$ cat config.mk
export PLATFORM = sky130hd
export DESIGN_NAME = comparador_serial
export DESIGN_NICKNAME = d
export VERILOG_FILES = /design/src/rtl/comparador_pkg.sv /design/src/rtl/comparador_serial_contador.sv /design/src/rtl/comparador_serial.sv
export SDC_FILE = /design/constraint.sdc
export NUM_CORES = 1
export LEC_CHECK = 0
export CAP_MARGIN = 20
export CORE_ASPECT_RATIO = 0.75
export CORE_MARGIN = 2
export CORE_UTILIZATION = 49
export DETAILED_ROUTE_END_ITERATION = 10
export PLACE_DENSITY = 0.8
export SYNTH_ARGS = -nofsm -noshare
export SYNTH_HDL_FRONTEND = slang
export SYNTH_SLANG_ARGS = --single-unit
$ cat constraint.sdc
create_clock -name clk -period 2.3 [get_ports clk]
set_input_delay 0.575 -clock clk [delete_from_list [all_inputs] [get_ports clk]]
set_output_delay 0.575 -clock clk [all_outputs]
set_load 0.02 [all_outputs]
$ cat src/rtl/comparador_pkg.sv
// comparador_pkg: shared definitions for the bit-serial magnitude comparator.
//   - estado_t  : FSM states (ESPERA, COMPARA, FIN)
//   - RES_*     : one-hot result codes {A_mayor, B_mayor, iguales}
//   - calc_iw() : width of the bit index for a K-bit operand (minimum 1)
package comparador_pkg;

  typedef enum logic [1:0] {
    ESPERA  = 2'd0,
    COMPARA = 2'd1,
    FIN     = 2'd2
  } estado_t;

  // Result register layout: bit 2 = A_mayor, bit 1 = B_mayor, bit 0 = iguales.
  localparam logic [2:0] RES_NINGUNO = 3'b000;
  localparam logic [2:0] RES_A_MAYOR = 3'b100;
  localparam logic [2:0] RES_B_MAYOR = 3'b010;
  localparam logic [2:0] RES_IGUALES = 3'b001;

  // A 1-bit operand still needs a 1-bit index field.
  function automatic int calc_iw(input int k);
    return (k <= 1) ? 1 : $clog2(k);
  endfunction

endpackage

$ cat src/rtl/comparador_serial_contador.sv
// contador_bits: down-counter that walks the bit index from the MSB to bit 0.
// Ports:
//   clk          in   clock, rising edge
//   reset        in   synchronous active-high reset (count -> 0)
//   i_carga      in   load i_valor (has priority over decrement)
//   i_valor      in   IW  value to load
//   i_decrementa in   decrement by one
//   o_cuenta     out  IW  current count
//   o_cero       out  count is zero
module contador_bits #(
  parameter int IW = 3
) (
  input  logic          clk,
  input  logic          reset,
  input  logic          i_carga,
  input  logic [IW-1:0] i_valor,
  input  logic          i_decrementa,
  output logic [IW-1:0] o_cuenta,
  output logic          o_cero
);

  logic [IW-1:0] r_cuenta;

  always_ff @(posedge clk) begin
    if (reset) begin
      r_cuenta <= '0;
    end else if (i_carga) begin
      r_cuenta <= i_valor;
    end else if (i_decrementa) begin
      r_cuenta <= r_cuenta - 1'b1;
    end
  end

  assign o_cuenta = r_cuenta;
  assign o_cero   = (r_cuenta == '0);

endmodule

$ cat src/rtl/comparador_serial.sv
// comparador_serial: sequential magnitude comparator, MSB first, one bit per
// cycle, framed by an inicio/listo handshake.
// Ports:
//   clk      in   clock, rising edge
//   reset    in   synchronous active-high reset
//   inicio   in   start request, only honoured in ESPERA
//   A_valor  in   K  operand A, captured when inicio is accepted
//   B_valor  in   K  operand B, captured when inicio is accepted
//   ocupado  out  comparison in progress (COMPARA or FIN)
//   listo    out  one-cycle pulse, results valid
//   A_mayor  out  A > B
//   B_mayor  out  B > A
//   iguales  out  A == B
//   indice   out  IW  bit position of the first difference (0 if equal)
// Build option: define SALIDA_TEMPRANA_EN to leave COMPARA as soon as the
// first difference is recorded; otherwise all K bits are always scanned.
module comparador_serial
  import comparador_pkg::*;
#(
  parameter int K  = 5,
  parameter int IW = calc_iw(K)
) (
  input  logic          clk,
  input  logic          reset,
  input  logic          inicio,
  input  logic [K-1:0]  A_valor,
  input  logic [K-1:0]  B_valor,
  output logic          ocupado,
  output logic          listo,
  output logic          A_mayor,
  output logic          B_mayor,
  output logic          iguales,
  output logic [IW-1:0] indice
);

  estado_t       r_estado;
  estado_t       w_estado_next;
  logic [K-1:0]  r_a;
  logic [K-1:0]  r_b;
  logic [2:0]    r_res;
  logic [IW-1:0] r_indice;
  logic          r_decidido;
  logic          r_ocupado;
  logic          r_listo;

  logic          w_carga;
  logic          w_decrementa;
  logic [IW-1:0] w_idx;
  logic          w_idx_cero;
  logic          w_bit_a;
  logic          w_bit_b;
  logic          w_difiere;

  contador_bits #(.IW(IW)) u_contador (
    .clk          (clk),
    .reset        (reset),
    .i_carga      (w_carga),
    .i_valor      (IW'(K - 1)),
    .i_decrementa (w_decrementa),
    .o_cuenta     (w_idx),
    .o_cero       (w_idx_cero)
  );

  assign w_bit_a = r_a[w_idx];
  assign w_bit_b = r_b[w_idx];

  // Only the first differing bit counts; later ones are ignored.
  assign w_difiere = (r_estado == COMPARA) && !r_decidido && (w_bit_a != w_bit_b);

  always_comb begin
    w_estado_next = r_estado;
    w_carga       = 1'b0;
    w_decrementa  = 1'b0;
    case (r_estado)
      ESPERA: begin
        if (inicio) begin
          w_estado_next = COMPARA;
          w_carga       = 1'b1;
        end
      end
      COMPARA: begin
        if (w_idx_cero) begin
          w_estado_next = FIN;
        end else begin
          w_decrementa = 1'b1;
        end
`ifdef SALIDA_TEMPRANA_EN
        // A stray decrement on the exit cycle is harmless: the counter is
        // reloaded on the next start.
        if (w_difiere) begin
          w_estado_next = FIN;
        end
`endif
      end
      FIN: begin
        w_estado_next = ESPERA;
      end
      default: begin
        w_estado_next = ESPERA;
      end
    endcase
  end

  always_ff @(posedge clk) begin
    if (reset) begin
      r_estado   <= ESPERA;
      r_a        <= '0;
      r_b        <= '0;
      r_res      <= RES_NINGUNO;
      r_indice   <= '0;
      r_decidido <= 1'b0;
      r_ocupado  <= 1'b0;
      r_listo    <= 1'b0;
    end else begin
      r_estado  <= w_estado_next;
      // Status flags are registered from the next state so they line up
      // exactly with the state they describe.
      r_ocupado <= (w_estado_next != ESPERA);
      r_listo   <= (w_estado_next == FIN);

      if (w_carga) begin
        r_a        <= A_valor;
        r_b        <= B_valor;
        r_res      <= RES_NINGUNO;
        r_indice   <= '0;
        r_decidido <= 1'b0;
      end

      if (w_difiere) begin
        r_res      <= w_bit_a ? RES_A_MAYOR : RES_B_MAYOR;
        r_indice   <= w_idx;
        r_decidido <= 1'b1;
      end

      // Equality is flagged on the edge entering FIN so it is visible
      // together with listo.
      if ((r_estado == COMPARA) && (w_estado_next == FIN) && !r_decidido && !w_difiere) begin
        r_res <= RES_IGUALES;
      end
    end
  end

  assign ocupado = r_ocupado;
  assign listo   = r_listo;
  assign A_mayor = r_res[2];
  assign B_mayor = r_res[1];
  assign iguales = r_res[0];
  assign indice  = r_indice;

endmodule

==> qor.csv, run 1 <==
metric;value;unit
antenna_found_initial;0;
syn_inst;121;
irDropWorstVdd;521.4;uV
grt_first_pass_wirelength;3.339;mm
p_clk_frac;0.263;
multi_input_area;533.0;sq um
post_cts_buffers;0;
ys_seq_area_frac;0.4539;
clock_path_buffers;2;
synthTopCellsByArea;dfxtp_1 45%, nand2_1 7.8%, mux2i_1 7.6%;
status;complete, no violations;
num_antenna_cells;0;
yosysMostFrequentCell;dfxtp_1;
synth_fp_nets;136;
final_cells;165;
switching_share;0.2594;
worst_pin_slew;0.5559;ns
cts.repair.resized;0;
io_pins;21;
drive_above_1_share;0.07801;
num_rows;14;
nNetsFinal;157;
insertion_delay;0.31;ns
cts_tree;done;
p_leak;0.0004528;uW
pwr-share-comb;0.178;
synth_cell_type_count;32;
die-area;2552;sq um
drt_iter0_drc;21;
skew;0.004007;ns
crit_buf_inv;1;
syn_area_per_cell;8.748;sq um
wirelength;1.981;mm
critical_path_class;flip-flop to output port;
dp.cells;161;
power.switching;212.5;uW
grt_pass1_vias;774;
critPathMaxStageDelay;0.62;ns
drv_slew;0;
internal_power;606.7;uW
yosys.area.top_type_share;0.4539;
cts_buffers;3;
root_buffer;clkbuf_4;
fillers;171;
power_density;623.6;nW/um^2
pwr-share-seq;0.559;
coreArea;2032;sq um
fmaxAchievable;0.5360;GHz
path_cells;clkdlybuf4s50_1;
grt_overflow;0;
wl_per_cell;12.01;um
synth_edf_count;0;
cts_sinks;24;
gp_congestion;0.7806;
crit_path_max_fanout;2;
crit_slowest_cell;clkdlybuf4s50_1;
rsz0062_at_grt;no;
syn_to_final_growth;24.11;%
setup_slack;0.4343;ns
finalSetupViolCount;0;
synth_area;1059;sq um
via_per_inst;5.261;
finalCritPeriodShare;0.8112;
hpwl;1.490;mm
finalHoldViolations;0;
grt_start_max_net_pins;21;
synth-async-reset-ratio;0;
critPathArrivalTime;1.29;ns
die_w;57.67;um
grt_usage;0.1710;
max_cap_viol_count;0;
drt_pass1_iterations;4;
critPathRequiredTime;1.73;ns
vias;868;
slew_headroom;0.6282;
cp-start-kind;flip-flop;
drc;0;
ys_top_cells_by_count;24 x dfxtp_1, 22 x nand2_1, 13 x a21oi_1;
setup_tns;0;ns
ff_latch_area;480.5;sq um
final_antenna_net_count;0;
critPathTopFamily;buffers and inverters;
yosys.area.top_type;dfxtp_1;
min_period;1.866;ns
die_y;44.25;um
synth-seq-cells;24;
h-tree-depth;1;
clk_pin_slew;0.12;ns
synth_ff_type;dfxtp_1;
utilization;0.6466;
dp_worst_setup_slack;0.1836;ns
io_buffer_count;20;
end_kind;output port;
start_util;0.5209;
yosysWarnings;0;
ctsHoldBuffers;0;
hp-class;flip-flop to flip-flop;
power.total;819.3;uW
final cells by class:
cell class	instances	share of cell area
clock buffer	4	0.02762
tap	24	0.02286
inverter	3	0.008571
timing repair buffer	23	0.1695
multi-input combinational	87	0.4057
sequential	24	0.3657
power groups by stage:
| stage | combinational (uW) | clock, uW | sequential, uW |
|---|---|---|---|
| 2_1_floorplan | 91.9 | 0 | 468 |
| 3_3_place_gp | 144 | 0 | 465 |
| 3_5_place_dp | 147 | 0 | 467 |
| 4_1_cts | 147 | 225 | 458 |
| 5_1_grt | 163 | 242 | 461 |
| 6_report | 146 | 216 | 458 |
layout by cell type (no fill, tap or decap):
cell	n
a2111oi_0	1
o22ai_1	1
or3b_2	1
nor3_1	5
ha_1	2
nor3b_1	1
o21ba_2	1
o32ai_1	1
dfxtp_1	24
buf_4	3
xnor2_1	1
inv_1	3
o22a_1	1
nor2_1	7
clkbuf_4	3
o21ai_0	1
a21oi_1	13
nand3b_1	3
clkbuf_8	1
or2_2	1
xor2_1	1
nand2_1	22
nor2b_1	1
nand4_1	2
and4_1	1
or2b_1	2
mux2i_1	8
or2_1	1
a31oi_1	1
nand2b_1	5
a211o_1	1
a21oi_4	1
clkdlybuf4s50_1	20
o211ai_1	1
metrics by stage:
stage	instance area, sq um	hold slack [ns]
after detailed placement	1277	0.4521
final	1314	0.4694
after CTS	1314	0.4696
after global routing	1314	0.4823
after floorplan	1059	0.4323
after global placement	1277	0.4461
state kept, by name, summed over array words and instances (netlist names):
name,flops
indice,3
u_contador.o_cuenta,3
r_a,5
r_res,3
ocupado,1
listo,1
r_decidido,1
r_estado,2
r_b,5
path summary, 6_finish.rpt:
check,start,end,slack (ns),depth (start not counted)
max,r_res[0],iguales,0.43,1
min,r_a[3],r_a[3],0.47,2
min reg2reg,r_a[3],r_a[3],0.47,2
max reg2reg,u_contador.o_cuenta[0],u_contador.o_cuenta[1],0.49,6
routing by layer:
metal	vias to the layer above	part of all wire	GRT usage
met5	-	0	0
met4	0	0.010	0.06512
met3	2	0.060	0.04386
met2	21	0.46	0.2636
met1	392	0.47	0.2330
li1	453	-	-
cell families (layout without fill, tap and decap cells):
logic type,Yosys count,count (layout),share of synthesized area
compound gates,23,23,0.1430
xor+xnor,2,2,0.01655
fa+ha+maj,2,2,0.02364
buf+inv,10,30,0.04255
flops,24,24,0.4539
mux,8,8,0.07565
simple gates,52,52,0.2447
Note: power is estimated with default switching activity, not from simulation.
==> run 2, diff against run 1 <==
--- a/config.mk
+++ b/config.mk
@@ -8,9 +8,9 @@
 export CAP_MARGIN = 20
 export CORE_ASPECT_RATIO = 0.75
 export CORE_MARGIN = 2
-export CORE_UTILIZATION = 49
+export CORE_UTILIZATION = 44
 export DETAILED_ROUTE_END_ITERATION = 10
-export PLACE_DENSITY = 0.8
+export PLACE_DENSITY = 0.77
 export SYNTH_ARGS = -nofsm -noshare
 export SYNTH_HDL_FRONTEND = slang
 export SYNTH_SLANG_ARGS = --single-unit
==> constraint.sdc (replaced) <==
create_clock -name clk -period 1.58 [get_ports clk]
set_input_delay 0.395 -clock clk [delete_from_list [all_inputs] [get_ports clk]]
set_output_delay 0.395 -clock clk [all_outputs]
set_load 0.02 [all_outputs]
==> qor.csv, run 2 (synthesis gave the netlist of run 1 again) <==
metric;value;unit;change
status;finished, violations left;;
violations;setup timing;;
fmaxAchievable;0.5907;GHz;
crit_slowest_cell;dfxtp_4;;
wl_per_cell;11.93;um;-0.66%
slew_headroom;0.7803;;+0.1520
finalCritPeriodShare;1.071;;
dp_worst_setup_slack;-0.2907;ns;-0.4743 ns
power_density;911.4;nW/um^2;+46%
wirelength;2.266;mm;+14%
ff_latch_area;485.5;sq um;+1.0%
syn_to_final_growth;45.15;%;
max_cap_viol_count;0;;unchanged
irDropWorstVdd;539.4;uV;+3.5%
hold_start;r_a[4];;
top_regs;r_a (5), r_b (5);;
die_y;46.48;um;+5.0%
worst_pin_slew;0.3296;ns;-0.2263 ns
io_buffer_count;20;;unchanged
crit_buf_inv;3;;+2
finalHoldViolations;0;;unchanged
crit_path_max_fanout;4;;+2
critPathTopFamily;compound AO/OA/AOI/OAI gates;;
critPathMaxStageDelay;0.39;ns;-0.23 ns
grt_overflow;0;;unchanged
io_pins;21;;unchanged
skew;0.01754;ns;+0.01353 ns
final_cell_mix;22 x nand2_1, 22 x dfxtp_1, 13 x a21oi_1;;
fillers;183;;+7.0%
grt_first_pass_wirelength;3.608;mm;+8.1%
die_w;60.64;um;+5.1%
power.total;1400;uW;+71%
coreArea;2290;sq um;+13%
root_buffer;clkbuf_4;;
num_antenna_cells;0;;unchanged
drive_above_1_share;0.2244;;+0.1463
rsz0062_at_grt;yes;;
setup_slack;-0.1129;ns;-0.5471 ns
nNetsFinal;172;;+9.6%
hpwl;1.517;mm;+1.9%
grt_start_max_net_pins;17;;-19%
grt_pass1_vias;818;;+5.7%
critPathArrivalTime;1.94;ns;+0.65 ns
crit_start;u_contador.o_cuenta[0];;
clock_path_buffers;2;;unchanged
min_period;1.693;ns;
gp_congestion;0.7660;;-1.9%
end_kind;flip-flop;;
cp_common_cell;buf_6;;
p_leak;0.0005902;uW;+30%
grt_usage;0.1827;;+0.01172
critical_path_class;flip-flop to flip-flop;;
r2r_start;u_contador.o_cuenta[0];;
cts_tree;done;;
cp-start-kind;flip-flop;;
critPathRequiredTime;1.83;ns;+0.10 ns
final_antenna_net_count;0;;unchanged
drt_iter0_drc;32;;+52%
insertion_delay;0.33;ns;+0.02 ns
h-tree-depth;1;;unchanged
multi_input_area;585.6;sq um;+9.9%
cts_sinks;24;;unchanged
worst_hold_slack;0.4670;ns;-0.002383 ns
cts_buffers;3;;unchanged
utilization;0.6710;;+0.02449
antenna_found_initial;0;;unchanged
start_util;0.4623;;-0.05864
drc;0;;unchanged
drv_slew;0;;unchanged
num_rows;15;;+1
drt_pass1_iterations;4;;unchanged
hp-class;flip-flop to flip-flop;;
clk_pin_slew;0.14;ns;+0.02 ns
finalSetupViolCount;7;;+7
path_cells;buf_6, mux2i_4, o22ai_2, o211ai_1, buf_4, a21oi_4, buf_6, o21ba_4;;
vias;930;;+7.1%
via_per_inst;4.895;;-7.0%
die-area;2818;sq um;+10%
==> run 2: changes by cell type in the layout (fill, tap and decap cells not counted), sizes merged <==
| cell | delta |
|---|---|
| buf | +15 |
| clkdlybuf4s50 | -8 |
| dlygate4sd2 | +8 |
| bufinv | +1 |
| clkbuf | -1 |
==> run 2: timing repair <==
item                       4_1_cts  5_1_grt
buffers inserted                 2        1
gates cloned                     0        0
pin swaps                        6        3
gates resized for setup         18       10
hold endpoints to repair         0        0
hold buffers                     0        0
setup endpoints to repair       16       10
==> run 2: per-layer routing <==
metal	global-route usage	vias to the layer above	share of wire
met2	0.2925	11	0.49
met5	0	-	0
met3	0.05899	5	0.026
li1	-	484	-
met4	0.1043	0	0.022
met1	0.2167	430	0.46
==> run 2: layout make-up <==
cell class,count,area share
inverter,3,0.008958
clock buffer,3,0.01466
tap,34,0.02769
sequential,24,0.3160
clock inverter,1,0.01954
timing repair buffer,38,0.2321
multi-input combinational,87,0.3811
==> run 2: report_power, final <==
part	leakage [uW]	switching [uW]	internal, uW
sequential	0.000197	21.9	640
combinational	0.000365	140	151
clock	0.0000279	191	257
total	0.000590	352	1050
==> run 2: worst reg2reg max path: stages (launching register included) <==
cell and delay, ns:
dfxtp_4 0.39, buf_6 0.11, mux2i_4 0.23, o22ai_2 0.10
o211ai_1 0.21, buf_4 0.18, a21oi_4 0.08, buf_6 0.13
o21ba_4 0.18
==> run 2: path summary, 6_finish.rpt <==
check / endpoint / slack [ns] / depth (start not counted)
max: r_decidido / -0.11 / 8
min: r_a[4] / 0.47 / 2
max reg2reg: r_decidido / -0.11 / 8
min reg2reg: r_a[4] / 0.47 / 2
==> run 2: through the flow <==
step	TNS, ns	cells	instance area, sq um
final	-0.5356	190	1536
after global routing	-1.028	190	1536
after CTS	-0.2740	189	1493
after detailed placement	-4.188	183	1395
after global placement	-3.865	183	1395
after floorplan	0	121	1061
==> run 3, diff against run 2 <==
--- a/config.mk
+++ b/config.mk
@@ -5,6 +5,7 @@
 export SDC_FILE = /design/constraint.sdc
 export NUM_CORES = 1
 export LEC_CHECK = 0
+export ABC_CLOCK_PERIOD_IN_PS = 1580
 export CAP_MARGIN = 20
 export CORE_ASPECT_RATIO = 0.75
 export CORE_MARGIN = 2
==> results of run 3 <==
The final DEF is identical to that of run 2; final timing and power are the same.
